<file path="src/rtl/rf_writeback_queue_if.sv">
// Bus bundle for the register-file writeback queue: producer requests,
// register-file write port, forwarding lookup and status.
interface rf_writeback_queue_if #(
  parameter int unsigned DEPTH  = 4,
  parameter int unsigned DATA_W = 16,
  parameter int unsigned ADDR_W = 3
);
  localparam int unsigned CNT_W = $clog2(DEPTH) + 1;

  logic              alu_valid;
  logic [ADDR_W-1:0] alu_addr;
  logic [DATA_W-1:0] alu_data;
  logic              ld_valid;
  logic [ADDR_W-1:0] ld_addr;
  logic [DATA_W-1:0] ld_data;
  logic              in_ready;
  logic              drain_stall;
  logic              rf_we;
  logic [ADDR_W-1:0] rf_waddr;
  logic [DATA_W-1:0] rf_wdata;
  logic [ADDR_W-1:0] rd_addr_1;
  logic [ADDR_W-1:0] rd_addr_2;
  logic              fwd_hit_1;
  logic [DATA_W-1:0] fwd_data_1;
  logic              fwd_hit_2;
  logic [DATA_W-1:0] fwd_data_2;
  logic [CNT_W-1:0]  count;
  logic              overflow_err;

  modport master (
    output alu_valid, alu_addr, alu_data, ld_valid, ld_addr, ld_data,
           drain_stall, rd_addr_1, rd_addr_2,
    input  in_ready, rf_we, rf_waddr, rf_wdata, fwd_hit_1, fwd_data_1,
           fwd_hit_2, fwd_data_2, count, overflow_err
  );

  modport slave (
    input  alu_valid, alu_addr, alu_data, ld_valid, ld_addr, ld_data,
           drain_stall, rd_addr_1, rd_addr_2,
    output in_ready, rf_we, rf_waddr, rf_wdata, fwd_hit_1, fwd_data_1,
           fwd_hit_2, fwd_data_2, count, overflow_err
  );
endinterface

</file>
<file path="src/rtl/rf_writeback_queue.sv">
// In-order writeback FIFO between the ALU/load result paths and the register
// file, draining one entry per cycle with a two-port youngest-match forward.
module rf_writeback_queue #(
  parameter int unsigned DEPTH  = 4,
  parameter int unsigned DATA_W = 16,
  parameter int unsigned ADDR_W = 3
) (
  input  logic                 clk,
  input  logic                 reset,
  rf_writeback_queue_if.slave  bus
);
  localparam int unsigned PTR_W = $clog2(DEPTH);
  localparam int unsigned CNT_W = PTR_W + 1;

  logic [ADDR_W-1:0] addr_q [DEPTH];
  logic [DATA_W-1:0] data_q [DEPTH];
  logic [DEPTH-1:0]  valid_q, valid_d;
  logic [PTR_W-1:0]  head_q, head_d, tail_q, tail_d;
  logic [CNT_W-1:0]  count_q, count_d;
  logic              ovf_q, ovf_d;

  logic              in_ready, rf_we, ld_en, alu_en, not_empty;
  logic [PTR_W-1:0]  alu_slot;
  logic [CNT_W-1:0]  free_slots;
  logic [1:0]        n_enq;

  assign free_slots = CNT_W'(DEPTH) - count_q;
  assign in_ready   = free_slots >= CNT_W'(2);
  assign not_empty  = count_q != '0;
  assign ld_en      = in_ready && bus.ld_valid;
  assign alu_en     = in_ready && bus.alu_valid;
  // The load entry is the older of a same-cycle pair, so ALU lands behind it.
  assign alu_slot   = ld_en ? tail_q + PTR_W'(1) : tail_q;
  assign rf_we      = not_empty && !bus.drain_stall;

  always_comb begin
    n_enq   = {1'b0, ld_en} + {1'b0, alu_en};
    valid_d = valid_q;
    if (ld_en)  valid_d[tail_q]   = 1'b1;
    if (alu_en) valid_d[alu_slot] = 1'b1;
    if (rf_we)  valid_d[head_q]   = 1'b0;
    tail_d  = tail_q + PTR_W'(n_enq);
    head_d  = rf_we ? head_q + PTR_W'(1) : head_q;
    count_d = count_q + CNT_W'(n_enq) - CNT_W'(rf_we);
    ovf_d   = ovf_q | (!in_ready && (bus.ld_valid || bus.alu_valid));
  end

  always_ff @(posedge clk or posedge reset) begin
    if (reset) begin
      valid_q <= '0;
      head_q  <= '0;
      tail_q  <= '0;
      count_q <= '0;
      ovf_q   <= 1'b0;
    end else begin
      valid_q <= valid_d;
      head_q  <= head_d;
      tail_q  <= tail_d;
      count_q <= count_d;
      ovf_q   <= ovf_d;
    end
  end

  always_ff @(posedge clk) begin
    if (ld_en) begin
      addr_q[tail_q] <= bus.ld_addr;
      data_q[tail_q] <= bus.ld_data;
    end
    if (alu_en) begin
      addr_q[alu_slot] <= bus.alu_addr;
      data_q[alu_slot] <= bus.alu_data;
    end
  end

  // Walk oldest to youngest so the last match found is the youngest one.
  always_comb begin
    logic [PTR_W-1:0] idx;
    idx            = '0;
    bus.fwd_hit_1  = 1'b0;
    bus.fwd_data_1 = '0;
    bus.fwd_hit_2  = 1'b0;
    bus.fwd_data_2 = '0;
    for (int unsigned i = 0; i < DEPTH; i++) begin
      idx = head_q + PTR_W'(i);
      if (valid_q[idx] && addr_q[idx] == bus.rd_addr_1) begin
        bus.fwd_hit_1  = 1'b1;
        bus.fwd_data_1 = data_q[idx];
      end
      if (valid_q[idx] && addr_q[idx] == bus.rd_addr_2) begin
        bus.fwd_hit_2  = 1'b1;
        bus.fwd_data_2 = data_q[idx];
      end
    end
  end

  assign bus.in_ready     = in_ready;
  assign bus.rf_we        = rf_we;
  assign bus.rf_waddr     = not_empty ? addr_q[head_q] : '0;
  assign bus.rf_wdata     = not_empty ? data_q[head_q] : '0;
  assign bus.count        = count_q;
  assign bus.overflow_err = ovf_q;
endmodule
</file>
<file path="src/flat_wrapper.sv">
// flat-port wrapper written by rule: the top's interface ports become plain ports
module rf_writeback_queue_flat 
#(
  parameter int unsigned DEPTH  = 4,
  parameter int unsigned DATA_W = 16,
  parameter int unsigned ADDR_W = 3
)
  (clk, reset, bus_alu_valid, bus_alu_addr, bus_alu_data, bus_ld_valid, bus_ld_addr, bus_ld_data, bus_drain_stall, bus_rd_addr_1, bus_rd_addr_2, bus_in_ready, bus_rf_we, bus_rf_waddr, bus_rf_wdata, bus_fwd_hit_1, bus_fwd_data_1, bus_fwd_hit_2, bus_fwd_data_2, bus_count, bus_overflow_err);
  rf_writeback_queue_if #(.DEPTH(DEPTH), .DATA_W(DATA_W), .ADDR_W(ADDR_W)) bus_i ();
  input  logic clk;
  input  logic reset;
  input wire logic [$bits(bus_i.alu_valid)-1:0] bus_alu_valid;
  input wire logic [$bits(bus_i.alu_addr)-1:0] bus_alu_addr;
  input wire logic [$bits(bus_i.alu_data)-1:0] bus_alu_data;
  input wire logic [$bits(bus_i.ld_valid)-1:0] bus_ld_valid;
  input wire logic [$bits(bus_i.ld_addr)-1:0] bus_ld_addr;
  input wire logic [$bits(bus_i.ld_data)-1:0] bus_ld_data;
  input wire logic [$bits(bus_i.drain_stall)-1:0] bus_drain_stall;
  input wire logic [$bits(bus_i.rd_addr_1)-1:0] bus_rd_addr_1;
  input wire logic [$bits(bus_i.rd_addr_2)-1:0] bus_rd_addr_2;
  output wire logic [$bits(bus_i.in_ready)-1:0] bus_in_ready;
  output wire logic [$bits(bus_i.rf_we)-1:0] bus_rf_we;
  output wire logic [$bits(bus_i.rf_waddr)-1:0] bus_rf_waddr;
  output wire logic [$bits(bus_i.rf_wdata)-1:0] bus_rf_wdata;
  output wire logic [$bits(bus_i.fwd_hit_1)-1:0] bus_fwd_hit_1;
  output wire logic [$bits(bus_i.fwd_data_1)-1:0] bus_fwd_data_1;
  output wire logic [$bits(bus_i.fwd_hit_2)-1:0] bus_fwd_hit_2;
  output wire logic [$bits(bus_i.fwd_data_2)-1:0] bus_fwd_data_2;
  output wire logic [$bits(bus_i.count)-1:0] bus_count;
  output wire logic [$bits(bus_i.overflow_err)-1:0] bus_overflow_err;
  assign bus_i.alu_valid = bus_alu_valid;
  assign bus_i.alu_addr = bus_alu_addr;
  assign bus_i.alu_data = bus_alu_data;
  assign bus_i.ld_valid = bus_ld_valid;
  assign bus_i.ld_addr = bus_ld_addr;
  assign bus_i.ld_data = bus_ld_data;
  assign bus_i.drain_stall = bus_drain_stall;
  assign bus_i.rd_addr_1 = bus_rd_addr_1;
  assign bus_i.rd_addr_2 = bus_rd_addr_2;
  assign bus_in_ready = bus_i.in_ready;
  assign bus_rf_we = bus_i.rf_we;
  assign bus_rf_waddr = bus_i.rf_waddr;
  assign bus_rf_wdata = bus_i.rf_wdata;
  assign bus_fwd_hit_1 = bus_i.fwd_hit_1;
  assign bus_fwd_data_1 = bus_i.fwd_data_1;
  assign bus_fwd_hit_2 = bus_i.fwd_hit_2;
  assign bus_fwd_data_2 = bus_i.fwd_data_2;
  assign bus_count = bus_i.count;
  assign bus_overflow_err = bus_i.overflow_err;
  rf_writeback_queue #(.DEPTH(DEPTH), .DATA_W(DATA_W), .ADDR_W(ADDR_W)) u_core (.clk(clk), .reset(reset), .bus(bus_i));
endmodule
</file>
<file path="config.mk">
export PLATFORM = sky130hd
export DESIGN_NAME = rf_writeback_queue_flat
export DESIGN_NICKNAME = d
export VERILOG_FILES = /design/src/rtl/rf_writeback_queue_if.sv /design/src/rtl/rf_writeback_queue.sv /design/src/flat_wrapper.sv
export SDC_FILE = /design/constraint.sdc
export NUM_CORES = 1
export LEC_CHECK = 0
export CELL_PAD_IN_SITES_DETAIL_PLACEMENT = 1
export CELL_PAD_IN_SITES_GLOBAL_PLACEMENT = 2
export CORE_ASPECT_RATIO = 0.7
export CORE_MARGIN = 3
export CORE_UTILIZATION = 40
export CTS_BUF_LIST = sky130_fd_sc_hd__clkbuf_2
export CTS_CLUSTER_SIZE = 10
export DETAILED_ROUTE_END_ITERATION = 8
export PLACE_DENSITY = 0.94
export SLEW_MARGIN = 30
export SYNTH_ARGS = -nofsm -noshare
export SYNTH_HDL_FRONTEND = slang
export SYNTH_SLANG_ARGS = --single-unit
</file>
<file path="constraint.sdc">
create_clock -name clk -period 15.1 [get_ports clk]
set_input_delay 2.265 -clock clk [delete_from_list [all_inputs] [get_ports clk]]
set_output_delay 2.265 -clock clk [all_outputs]
set_load 0.05 [all_outputs]
</file>
# ---- Yosys cells after proc, flatten, opt, wreduce, memory -nomap -nowiden
# Memory sizes are Yosys's and may differ from the RTL's.
# Index checks and enable logic that the tools add are counted.
dict set report totals {
  out_inout_bits 59
  register_bits 12
  wordCells 98
  n_memories 2
  inputBits 49
  ramBits 76
}
dict set report classes {
  eq_ne 8
  muxes 40
  reduce_logical 19
  bitwise 5
  add_sub_neg 9
  n_lt_le_gt_ge 10
}
# memory depth width read_ports rd_ports_with_merged_regs write_ports line
set memory_table {}
lappend memory_table {u_core.data_q 4 16 4 0 2 rf_writeback_queue.sv:16} ;# logic [DATA_W-1:0] data_q [DEPTH];
lappend memory_table {u_core.addr_q 4 3 4 0 2 rf_writeback_queue.sv:15} ;# logic [ADDR_W-1:0] addr_q [DEPTH];
# op count
set op_table {}
lappend op_table {{two-way mux 16 bit} 9}
lappend op_table {{== test 3 bit} 8}
lappend op_table {{two-way mux 1 bit} 19}
lappend op_table {{< comparator 2 x 3 -> 1 bit, second input constant} 6}
lappend op_table {{logical AND 1 bit} 15}
lappend op_table {{two-way mux 4 bit} 3}
lappend op_table {{binary-select mux 1 bit (select 2 bit)} 4}
lappend op_table {{bitwise OR 4 bit} 2}
lappend op_table {{demux 1 bit (select 2 bit)} 3}
lappend op_table {{greater-or-equal comparator 2 x 1 -> 1 bit, second input constant} 3}
lappend op_table {{adder 2 x 1 -> 2 bit, second input constant} 2}
lappend op_table {{adder 2 bit, second input constant} 2}
lappend op_table {{AND 4 bit} 1}
lappend op_table {{NOT 4 bit} 1}
lappend op_table {{adder 3 x 2 -> 3 bit} 1}
lappend op_table {{greater-or-equal comparator 3 x 2 -> 1 bit, second input constant} 1}
lappend op_table {{two-way mux 3 bit} 1}
lappend op_table {{nonzero test 3 bit} 1}
lappend op_table {{subtractor 3 x 1 -> 3 bit} 1}
lappend op_table {{subtractor 3 bit, first input constant} 1}
lappend op_table {{adder 1 x 1 -> 2 bit} 1}
lappend op_table {{adder 2 bit} 1}
lappend op_table {{logical NOT 1 bit} 2}
lappend op_table {{two-way mux 2 bit} 1}
lappend op_table {{2 further kinds} 2}

# ---- Depth between registers and ports, before layout
# Gate-level depths: netlist of the first run.
dict set report logic_depth {
  word_depth 12
  depth_mapped 15
  depth_no_buf 12
}

# ---- Worst setup path before layout of the first run
# Ideal clock, no wire load.
dict set report synth_timing {
  path_kind {input to output}
  from {input port bus_rd_addr_1[0]}
  to {output port bus_fwd_data_1[10]}
  path_slack_ns 8.224
  path_stages 8
  arrival_ns 4.611
  t_required_ns 12.835
  n_path_buf 3
  path_cell_list {clkbuf_1 xnor2_1 mux2_2 nor4_1 buf_2 o211ai_1 clkbuf_1 o221ai_1}
}
dict set report synth_via {
  elab_chain_len 6
  word_cells_on_any_way 12
  classes_between {eq/ne (4); mux (4); reduce/logical (4)}
}
# element line
set synth_rtl {}
lappend synth_rtl {{start, declared} flat_wrapper.sv:19} ;# input wire logic [$bits(bus_i.rd_addr_1)-1:0] bus_rd_addr_1;
lappend synth_rtl {{== test 3 bit} rf_writeback_queue.sv:85} ;# if (valid_q[idx] && addr_q[idx] == bus.rd_addr_1) begin
lappend synth_rtl {{logical AND 1 bit} rf_writeback_queue.sv:85}
lappend synth_rtl {{two-way mux 16 bit (3 in a row)} rf_writeback_queue.sv:85}
lappend synth_rtl {{two-way mux 16 bit *} rf_writeback_queue.sv:85}
lappend synth_rtl {{end, declared} flat_wrapper.sv:26} ;# output wire logic [$bits(bus_i.fwd_data_1)-1:0] bus_fwd_data_1;
# Mark *: on every way between the ends. The rest lies on a longest branch, timed or not.

# ---- Worst setup path in the final report of the first run
dict set report layout_timing {
  from {input port bus_rd_addr_1[0]}
  to {output port bus_fwd_data_1[14]}
}
# Same word-level chain as after synthesis.

==> flow_summary.toml, run 1 <==
[synthesis]
ys.flop_type = "edfxtp_1"
postSynthAreaPerCell_um2 = 11.80
yosysSeqAreaShare = 0.3619
synth-seq-cells = 88
synth_edf_count = 76
synth_cell_type_count = 47
synth_area_um2 = 7137
ys_async_sr_fraction = 0.1364
synthCells = 605
ys_warn_count = 0
synth.net_count = 671

[finish]
fill_cells = 1830
drive_above_1_share = 0.2445
register_area_um2 = 2586
layout.nets = 748
multi_input_area_um2 = 4313
syn_to_final_growth_pct = 19.32

[critical_path]
cp_data_arrival_time_ps = 5370
rrSetupSlack_ps = 11660
start_kind = "input pin"
r2r_end = "u_core.data_q[0][7]$_DFFE_PP_"
required_ps = 12840
crit_type = "input pin to primary output"
critPathCaptureType = "primary output"
r2r_cells = 8
cp_max_fo = 18
r2r-start = "u_core.bus.count[1]$_DFF_PP0_"

[timing]
finalHoldViolations = 0
clock_skew_ps = 41.17
setup_viol = 0
tns_ps = 0
period_share = 0.5056
clock.fmax_mhz = 131.0
relSlewSlack = 0.4333
fin_crit_ps = 7635
grt_setup_unrepaired = "no"
maxSlewViolCount = 0
worst_pin_slew_ps = 850.1

[die]
fp.dieW_um = 165.7
row_count = 40
coreArea_um2 = 17320
die-area_um2 = 19510
initial_core_util = 0.4121
die_h_um = 117.8
pin_count = 108

[route]
vias = 5633
drt_iter0_drc = 619
wirelength_mm = 22.97
routed_via_density = 6.123
drtPass1Iterations = 7
wl_per_cell_um = 24.97
drc = 0
antenna_left = 0

[hold_path]
min_to = "u_core.bus.overflow_err$_DFF_PP0_"
hp-class = "register to register"
whs_path_depth = 1
holdCritStartpoint = "u_core.bus.overflow_err$_DFF_PP0_"

[clocking]
clockBufferDepth = 2
clkLatencyLatePin_ps = 560
ctsHoldBuffers = 0
cts_sinks = 88
cts_setup_buffers = 0
path_clk_slew_ps = 260
cts_tree = "yes"
cts_buffers = 9
cts_resized = 0
root_buffer = "clkbuf_2"
htreeDepth = 3

[global_routing]
track_usage = 0.2282
gr-total-overflow = 0
grt_pass1_wl_mm = 35.27
grt_pass1_vias = 5697
grt_max_degree = 84
antenna_found_initial = 4

[placed_design]
place_congestion = 0.9270
io_buffers = 107
hpwl_mm = 17.25

[status]
status = "completed"

[run]
maxCapViolations = 0
-- worst max-delay path, cell delays in order --
cell	delay [ps]
clkdlybuf4s50_1	610
xnor2_1	130
mux2_2	280
nor4_2	250
buf_4	350
o211ai_1	150
buf_4	220
o221ai_1	260
clkdlybuf4s50_1	860
-- synth_stat cells (2+ instances only) --
master | count | area share
a211oi_1 | 3 | 0.0032
a21o_1 | 3 | 0.0032
a21oi_1 | 33 | 0.023
a221o_1 | 16 | 0.022
a22o_1 | 16 | 0.020
a2bb2oi_1 | 4 | 0.0049
a31oi_1 | 2 | 0.0018
and2_1 | 2 | 0.0018
and4_1 | 2 | 0.0025
buf_1 | 5 | 0.0026
buf_2 | 9 | 0.0063
buf_6 | 2 | 0.0032
clkbuf_1 | 36 | 0.019
dfrtp_1 | 12 | 0.042
edfxtp_1 | 76 | 0.32
ha_1 | 16 | 0.028
inv_1 | 13 | 0.0068
mux2_1 | 11 | 0.017
mux2_2 | 89 | 0.14
mux2i_1 | 53 | 0.074
mux4_2 | 37 | 0.12
nand2_1 | 40 | 0.021
nand2b_1 | 3 | 0.0026
nand4_1 | 2 | 0.0018
nor2_1 | 23 | 0.012
nor2b_1 | 17 | 0.015
nor3_1 | 2 | 0.0014
o21ai_0 | 18 | 0.013
o21ai_1 | 2 | 0.0014
o221ai_1 | 16 | 0.020
xnor2_1 | 16 | 0.020
xor2_1 | 11 | 0.013
-- how the worst max path moves through the flow --
| stage | startpoint | endpoint | slack, ps | cells after the start |
|---|---|---|---|---|
| after detailed placement | bus_rd_addr_2[1] | bus_fwd_data_2[10] | 7250 | 8 |
| after global routing | bus_rd_addr_1[0] | bus_fwd_data_1[14] | 7370 | 9 |
| after global placement | bus_rd_addr_2[1] | bus_fwd_data_2[10] | 7350 | 8 |
| after CTS | bus_rd_addr_2[1] | bus_fwd_data_2[10] | 7240 | 8 |
| final | bus_rd_addr_1[0] | bus_fwd_data_1[14] | 7460 | 9 |
| after floorplan | bus_rd_addr_1[0] | bus_fwd_data_1[10] | 8220 | 8 |
-- layer usage --
layer,GRT usage,up-vias,routed length [um]
met4,0.04831,2,179
met2,0.3327,251,9836
met5,0,-,13
met3,0.05270,17,2134
met1,0.3464,2856,10800
li1,-,2507,-
-- cells in the final DEF (no fill, tap or decap), types with 17 or more instances in the layout --
master	count
a21oi_1	33
clkdlybuf4s50_1	107
edfxtp_1	76
mux2_2	89
mux2i_1	53
mux4_2	37
nand2_1	38
nor2_1	22
nor2b_1	17
o21ai_0	18
-- sequential cells by signal (all words and copies together) (netlist names) --
| signal | count |
|---|---|
| u_core.bus.count | 3 |
| u_core.valid_q | 4 |
| u_core.bus.overflow_err | 1 |
| u_core.data_q | 64 |
| u_core.tail_q | 2 |
| u_core.addr_q | 12 |
| u_core.head_q | 2 |
-- final cells by class --
cell class                      count  area share
Antenna cell                        2   0.0005877
Clock buffer                        9    0.005289
Clock inverter                      7    0.008375
Inverter                           13    0.005730
Multi-Input combinational cell    452      0.5065
Sequential cell                    88      0.3037
Tap cell                          231     0.03394
Timing Repair Buffer              118      0.1359
-- cell families after synthesis --
logic type,Yosys count,synth area share
buffers and inverters,65,0.03787
multiplexers,190,0.3489
flip-flops,88,0.3619
adder cells (fa/ha/maj),17,0.03086
AND/OR/NAND/NOR,102,0.07188
AO/OA/AOI/OAI,116,0.1155
XOR/XNOR,27,0.03313
-- through the flow --
stage | utilization | instances | worst slack (ps) | instance area [um2] | hold slack [ps]
after floorplan | - | 605 | 8224 | 7137 | 516.8
after global placement | 0.4832 | 901 | 7352 | 8367 | 461.9
after detailed placement | 0.4839 | 901 | 7247 | 8379 | 461.3
after CTS | 0.4906 | 917 | 7238 | 8496 | 525.2
after global routing | 0.4916 | 919 | 7368 | 8513 | 548.7
final | 0.4918 | 920 | 7465 | 8516 | 516.2
Power of run 1 is left out: the tool's default activity adds up to more than one toggle a clock period on the data nets, which glitch-free logic cannot reach.
==> inputs of run 2 (changes only) <==
- CORE_UTILIZATION: 40 -> 34
- PLACE_DENSITY: 0.94 -> 0.86
- clock period: 15.1 -> 6.8 ns (I/O delays scaled with it)
==> run 2 against run 1 <==
- sequential share of layout area fell by 0.64 points
- via count rose by 0.94%
- wire length fell by 0.44%
- core utilization fell by 6.1 points
- non-clock buffer count rose by 3
- first-iteration DRC count rose by 2.1%
- worst setup slack got worse by 6600 ps
- global-route usage fell by 2.9 points
- critical path type is now register to primary output
- highest routed layer unchanged
==> flow_summary.toml, run 2 (synthesis results as in run 1) <==
[status]
status = "completed"

[die]
coreArea_um2 = 20180
die-area_um2 = 22790
pin_count = 108
fp.dieW_um = 179.2
initial_core_util = 0.3537
die_h_um = 127.2
row_count = 43

[timing]
maxSlewViolCount = 0
setup_slack_ps = 897.8
period_share = 0.8680
setup_viol = 0
worst_pin_slew_ps = 892.5
tns_ps = 0
fin_crit_ps = 5902
relSlewSlack = 0.4050
clock.fmax_mhz = 169.4
grt_setup_unrepaired = "no"
finalHoldViolations = 0
clock_skew_ps = 23.85
holdWs_ps = 529.5

[critical_path]
cp_data_arrival_time_ps = 4880
crit_buf_inv = 5
cp.depth = 11
r2r_end = "u_core.data_q[0][0]$_DFFE_PP_"
r2r_cells = 8
critPathLaunch = "u_core.head_q[0]$_DFFE_PP0P_"
cp-endpoint = "bus_fwd_data_1[9]"
critPathCaptureType = "primary output"
r2r-start = "u_core.bus.count[1]$_DFF_PP0_"
start_kind = "register"
cp_top_family = "buffers and inverters"
crit_type = "register to primary output"
cpMostUsedCell = "buf_4"
crit_slowest_cell = "clkdlybuf4s50_1"
required_ps = 5780
cp_max_fo = 35
crit_chain = "inv_1 > ha_2 > buf_4 > mux4_2 > xor2_1 > nor4_2 > buf_4 > o211ai_1 > buf_4 > o221ai_1 > clkdlybuf4s50_1"
rrSetupSlack_ps = 3390
cpPeakStageDelay_ps = 840

[finish]
mostFrequentLayoutCells = "mux2_2, clkdlybuf4s50_1, edfxtp_1, mux2i_1, nand2_1"
regMostFlops = "u_core.data_q"
syn_to_final_growth_pct = 21.90
post-route-util = 0.4312
largest_register_ffs = 64
largestRegisters = "u_core.data_q (64), u_core.addr_q (12), u_core.valid_q (4)"
drive_above_1_share = 0.2841
layout.nets = 751
final_common_cell = "mux2_2"

[clocking]
clockBufferDepth = 2
cts_resized = 0
cts_buffers = 9
cts_tree = "yes"
cts_sinks = 88
cts_setup_buffers = 0
ctsHoldBuffers = 0
htreeDepth = 3
root_buffer = "clkbuf_2"
clkLatencyLatePin_ps = 590
path_clk_slew_ps = 260

[placed_design]
place_congestion = 0.8870
hpwl_mm = 17.76
dp_worst_setup_slack_ps = 1440
io_buffers = 107

[route]
vias = 5686
drt_iter0_drc = 632
drtPass1Iterations = 5
routed_via_density = 5.917
antenna_left = 0
drc = 0
wl_per_cell_um = 23.80
wirelength_mm = 22.87

[global_routing]
antenna_found_initial = 4
grt_busiest_layer = "met1"
use_met1 = 0.3222
track_usage = 0.1993
gr-usage-met2 = 0.2718
grt_pass1_wl_mm = 34.78
grt_pass1_vias = 5547
gr-total-overflow = 0
grt_max_degree = 72
grt_use_met3 = 0.04486

[hold_path]
hp-class = "register to register"
holdCritStartpoint = "u_core.bus.overflow_err$_DFF_PP0_"

[run]
maxCapViolations = 0
## run 2: per-stage QoR
| stage | std cells | instance area (um2) |
|---|---|---|
| after global routing | 961 | 8700 |
| after floorplan | 605 | 7137 |
| after CTS | 959 | 8685 |
| after detailed placement | 943 | 8569 |
| after global placement | 943 | 8562 |
| final | 961 | 8700 |
## run 2: per-layer routing
| layer | wire [um] | share of wire |
|---|---|---|
| met2 | 9167 | 0.40 |
| met1 | 11570 | 0.51 |
| met4 | 186 | 0.0081 |
| met5 | 34 | 0.0015 |
| met3 | 1909 | 0.083 |
## run 2: final cells by class
| class | instances | area [um2] |
|---|---|---|
| tap | 270 | 337.8 |
| clock inverter | 7 | 70.07 |
| multi-input combinational | 452 | 4302 |
| sequential | 88 | 2586 |
| antenna | 1 | 2.502 |
| fill | 2118 | 11480 |
| timing repair buffer | 121 | 1308 |
| clock buffer | 9 | 45.04 |
| inverter | 13 | 48.80 |
## run 2: how the worst min path moves through the flow
stage                                        end  slack, ps  cells after the start
2_1_floorplan        u_core.valid_q[0]$_DFF_PP0_        520                      1
3_3_place_gp   u_core.bus.overflow_err$_DFF_PP0_        480                      1
3_5_place_dp   u_core.bus.overflow_err$_DFF_PP0_        470                      1
4_1_cts        u_core.bus.overflow_err$_DFF_PP0_        540                      1
5_1_grt        u_core.bus.overflow_err$_DFF_PP0_        560                      1
6_report       u_core.bus.overflow_err$_DFF_PP0_        530                      1
Power of run 2 is left out for the same reason.
==> RTL change, RTL diff (config.mk and constraints of run 2) <==
`DATA_W` is set to 16 in 3 places; all go to 14.
--- a/src/rtl/rf_writeback_queue_if.sv
+++ b/src/rtl/rf_writeback_queue_if.sv
@@ -4,3 +4,3 @@
   parameter int unsigned DEPTH  = 4,
-  parameter int unsigned DATA_W = 16,
+  parameter int unsigned DATA_W = 14,
   parameter int unsigned ADDR_W = 3
--- a/src/rtl/rf_writeback_queue.sv
+++ b/src/rtl/rf_writeback_queue.sv
@@ -4,3 +4,3 @@
   parameter int unsigned DEPTH  = 4,
-  parameter int unsigned DATA_W = 16,
+  parameter int unsigned DATA_W = 14,
   parameter int unsigned ADDR_W = 3
--- a/src/flat_wrapper.sv
+++ b/src/flat_wrapper.sv
@@ -4,3 +4,3 @@
   parameter int unsigned DEPTH  = 4,
-  parameter int unsigned DATA_W = 16,
+  parameter int unsigned DATA_W = 14,
   parameter int unsigned ADDR_W = 3
Interface: changed (5 resized); port bits go from 108 to 98. The function was not compared with the original's and may differ.
==> RTL change against run 2 <==
- synthesized area shrank 4.0%
- count of clock-buffer cells in the layout grew 1
- maximum frequency grew 4.8%
- sequential share of layout area shrank 0.65 points
- die area shrank 3.8%
- sequential cell count shrank 8
- global-route usage grew 0.17 points
- routed wire length shrank 2.6%
- critical endpoint is now bus_fwd_hit_1
- critical path depth shrank 2
- design area shrank 7.2%
- setup slack gained 0.27 ns
Power is not shown: default switching activity piles up to over one toggle a cycle in this logic, so the estimate is an artifact.
==> RTL change: results (changes against run 2) <==
Status
  • Outcome: finished, final reports clean

Synth
  • Sequential fraction of the synthesis area: 0.342 (-0.0200)
  • Post-synth EDFFs: 68 (-11%)
  • FFs w/ async S/R, synth: 0.150 (+0.0136)
  • Number of warning messages in the yosys log: 0 (unchanged)
  • Synth cell count leaders: 111 x mux2_2, 68 x edfxtp_1, 68 x nand2_1
  • Unique masters post-synth: 50 (+6.4%)
  • Synth top area cells: edfxtp_1 30%, mux2_2 18%, mux2i_1 6.0%, dfrtp_1 4.4%, mux4_2 4.3%
  • Post-synthesis net count: 727 (+8.3%)

Global route
  • Global routing usage summed across all routing layers: 0.201 (+0.00169)
  • Overflow left after global routing: 0 (unchanged)
  • Via count of the first global-routing pass: 5516 (-0.56%)
  • Number of antenna violations at the first check in global routing: 2 (-2)
  • First-pass GRT wire length: 34500 microns (-0.74%)
  • Largest net degree at the start of global routing: 63 (-13%)

STA
  • Clock Skew: 0.0266 ns (+0.00278 ns)
  • Worst Max-Slew Pin Slew: 0.939 ns (+0.0464 ns)

Drt
  • Iteration-0 DRC count of the detailed router: 531 (-16%)
  • Total routed wirelength: 22300 microns (-2.6%)
  • First-pass iteration count of the detailed router: 4 (-1)
  • Per-cell via count in the routed design: 5.57 (-5.9%)

Layout
  • Share of post-route cells with drive strength above 1: 0.272 (-0.0122)
  • Reg area: 2350 sq um (-9.3%)
  • Leading registers by flop count: u_core.data_q x56, u_core.addr_q x12, u_core.valid_q x4
  • Number of nets in the layout: 789 (+5.1%)
  • Fillers: 2180 (+2.9%)

Clock tree
  • Clk pin slew, worst setup/hold paths: 0.23 ns (-0.03 ns)
  • Clk_lat worst skew: 0.53 ns (-0.06 ns)
  • Number of buffers inserted during clock tree synthesis: 9 (unchanged)
  • TritonCTS clock tree: built
  • Cells resized by post-CTS repair: 0 (unchanged)
  • CTS max path bufs: 2 (unchanged)
  • Clock root buffer: clkbuf_2
  • # H-tree levels: 3 (unchanged)
  • # Post-CTS Setup Buffers: 0 (unchanged)

Worst hold path
  • Type of the most critical hold path: reg -> reg

Critical path
  • Crit path to: bus_fwd_hit_1
  • Reg-to-Reg Start: u_core.bus.count[1]
  • Capturing point of the worst reg2reg path: u_core.addr_q[1][1]
  • Setup slack of the worst register-to-register path: 3.14 ns (-0.25 ns)
  • Signal arrival time at the worst endpoint: 4.61 ns (-0.27 ns)
  • Logic depth of the worst register-to-register path: 9 (+1)
  • Maximum fanout count along the critical path: 40 (+14%)
  • Beginning of the critical path: u_core.head_q[0]

Place
  • Routability congestion estimate: 0.865 (-2.4%)
  • Placement-stage cell area: 7920 sq um (-7.6%)
  • DP HPWL: 17000 microns (-4.0%)
  • Count of buffers from port buffering: 97 (-9.3%)
-- RTL change: final cells by class --
cell class,count,area share
inverters,15,0.00698
clock buffers,10,0.00620
flip-flops and latches,80,0.291
multi-input cells,518,0.522
repair buffers,103,0.121
diodes,1,0.000310
well taps,264,0.0409
clock inverters,6,0.0116
-- RTL change: cells by family (layout without fill, tap and decap cells) --
| group | Yosys count | after routing | synth area share |
|---|---|---|---|
| buf+inv | 67 | 134 | 0.0486 |
| compound gates | 133 | 133 | 0.124 |
| flops | 80 | 80 | 0.342 |
| fa+ha+maj | 17 | 17 | 0.0321 |
| other cells | 0 | 1 | 0 |
| xor+xnor | 27 | 27 | 0.0345 |
| mux | 167 | 167 | 0.292 |
| simple gates | 174 | 174 | 0.127 |
-- RTL change: worst min path at each step --
stage	from	endpoint	slack, ns	depth (start not counted)
global placement	u_core.bus.overflow_err	u_core.bus.overflow_err	0.46	1
finish	u_core.bus.overflow_err	u_core.bus.overflow_err	0.51	1
CTS	u_core.bus.overflow_err	u_core.bus.overflow_err	0.52	1
detailed placement	u_core.bus.overflow_err	u_core.bus.overflow_err	0.47	1
global route	u_core.bus.overflow_err	u_core.bus.overflow_err	0.59	1
floorplan	u_core.valid_q[1]	u_core.valid_q[1]	0.55	1
-- RTL change: stage by stage --
step                cells  hold slack (ns)  setup WS (ns)
floorplan             665            0.549           1.63
global placement      979            0.462           1.88
detailed placement    980            0.471           1.77
CTS                   996            0.520           1.11
global route          997            0.588          0.900
finish                997            0.513           1.17
-- RTL change: per-layer routing --
| metal | GRT usage | vias to the layer above | part of all wire |
|---|---|---|---|
| li1 | - | 2575 | - |
| met1 | 0.333 | 2773 | 0.53 |
| met2 | 0.267 | 190 | 0.39 |
| met3 | 0.0390 | 11 | 0.070 |
| met4 | 0.0316 | 2 | 0.0066 |
| met5 | 0 | - | 0.00058 |
-- RTL change: critical path, cell delays in order, from the launching register on --
cell and delay (ns):
dfrtp_4 0.70, inv_1 0.16, ha_1 0.32, buf_4 0.35
mux4_2 0.40, xnor2_1 0.14, and4_1 0.43, nor2_2 0.72
nand2_1 0.10, clkdlybuf4s50_1 0.73
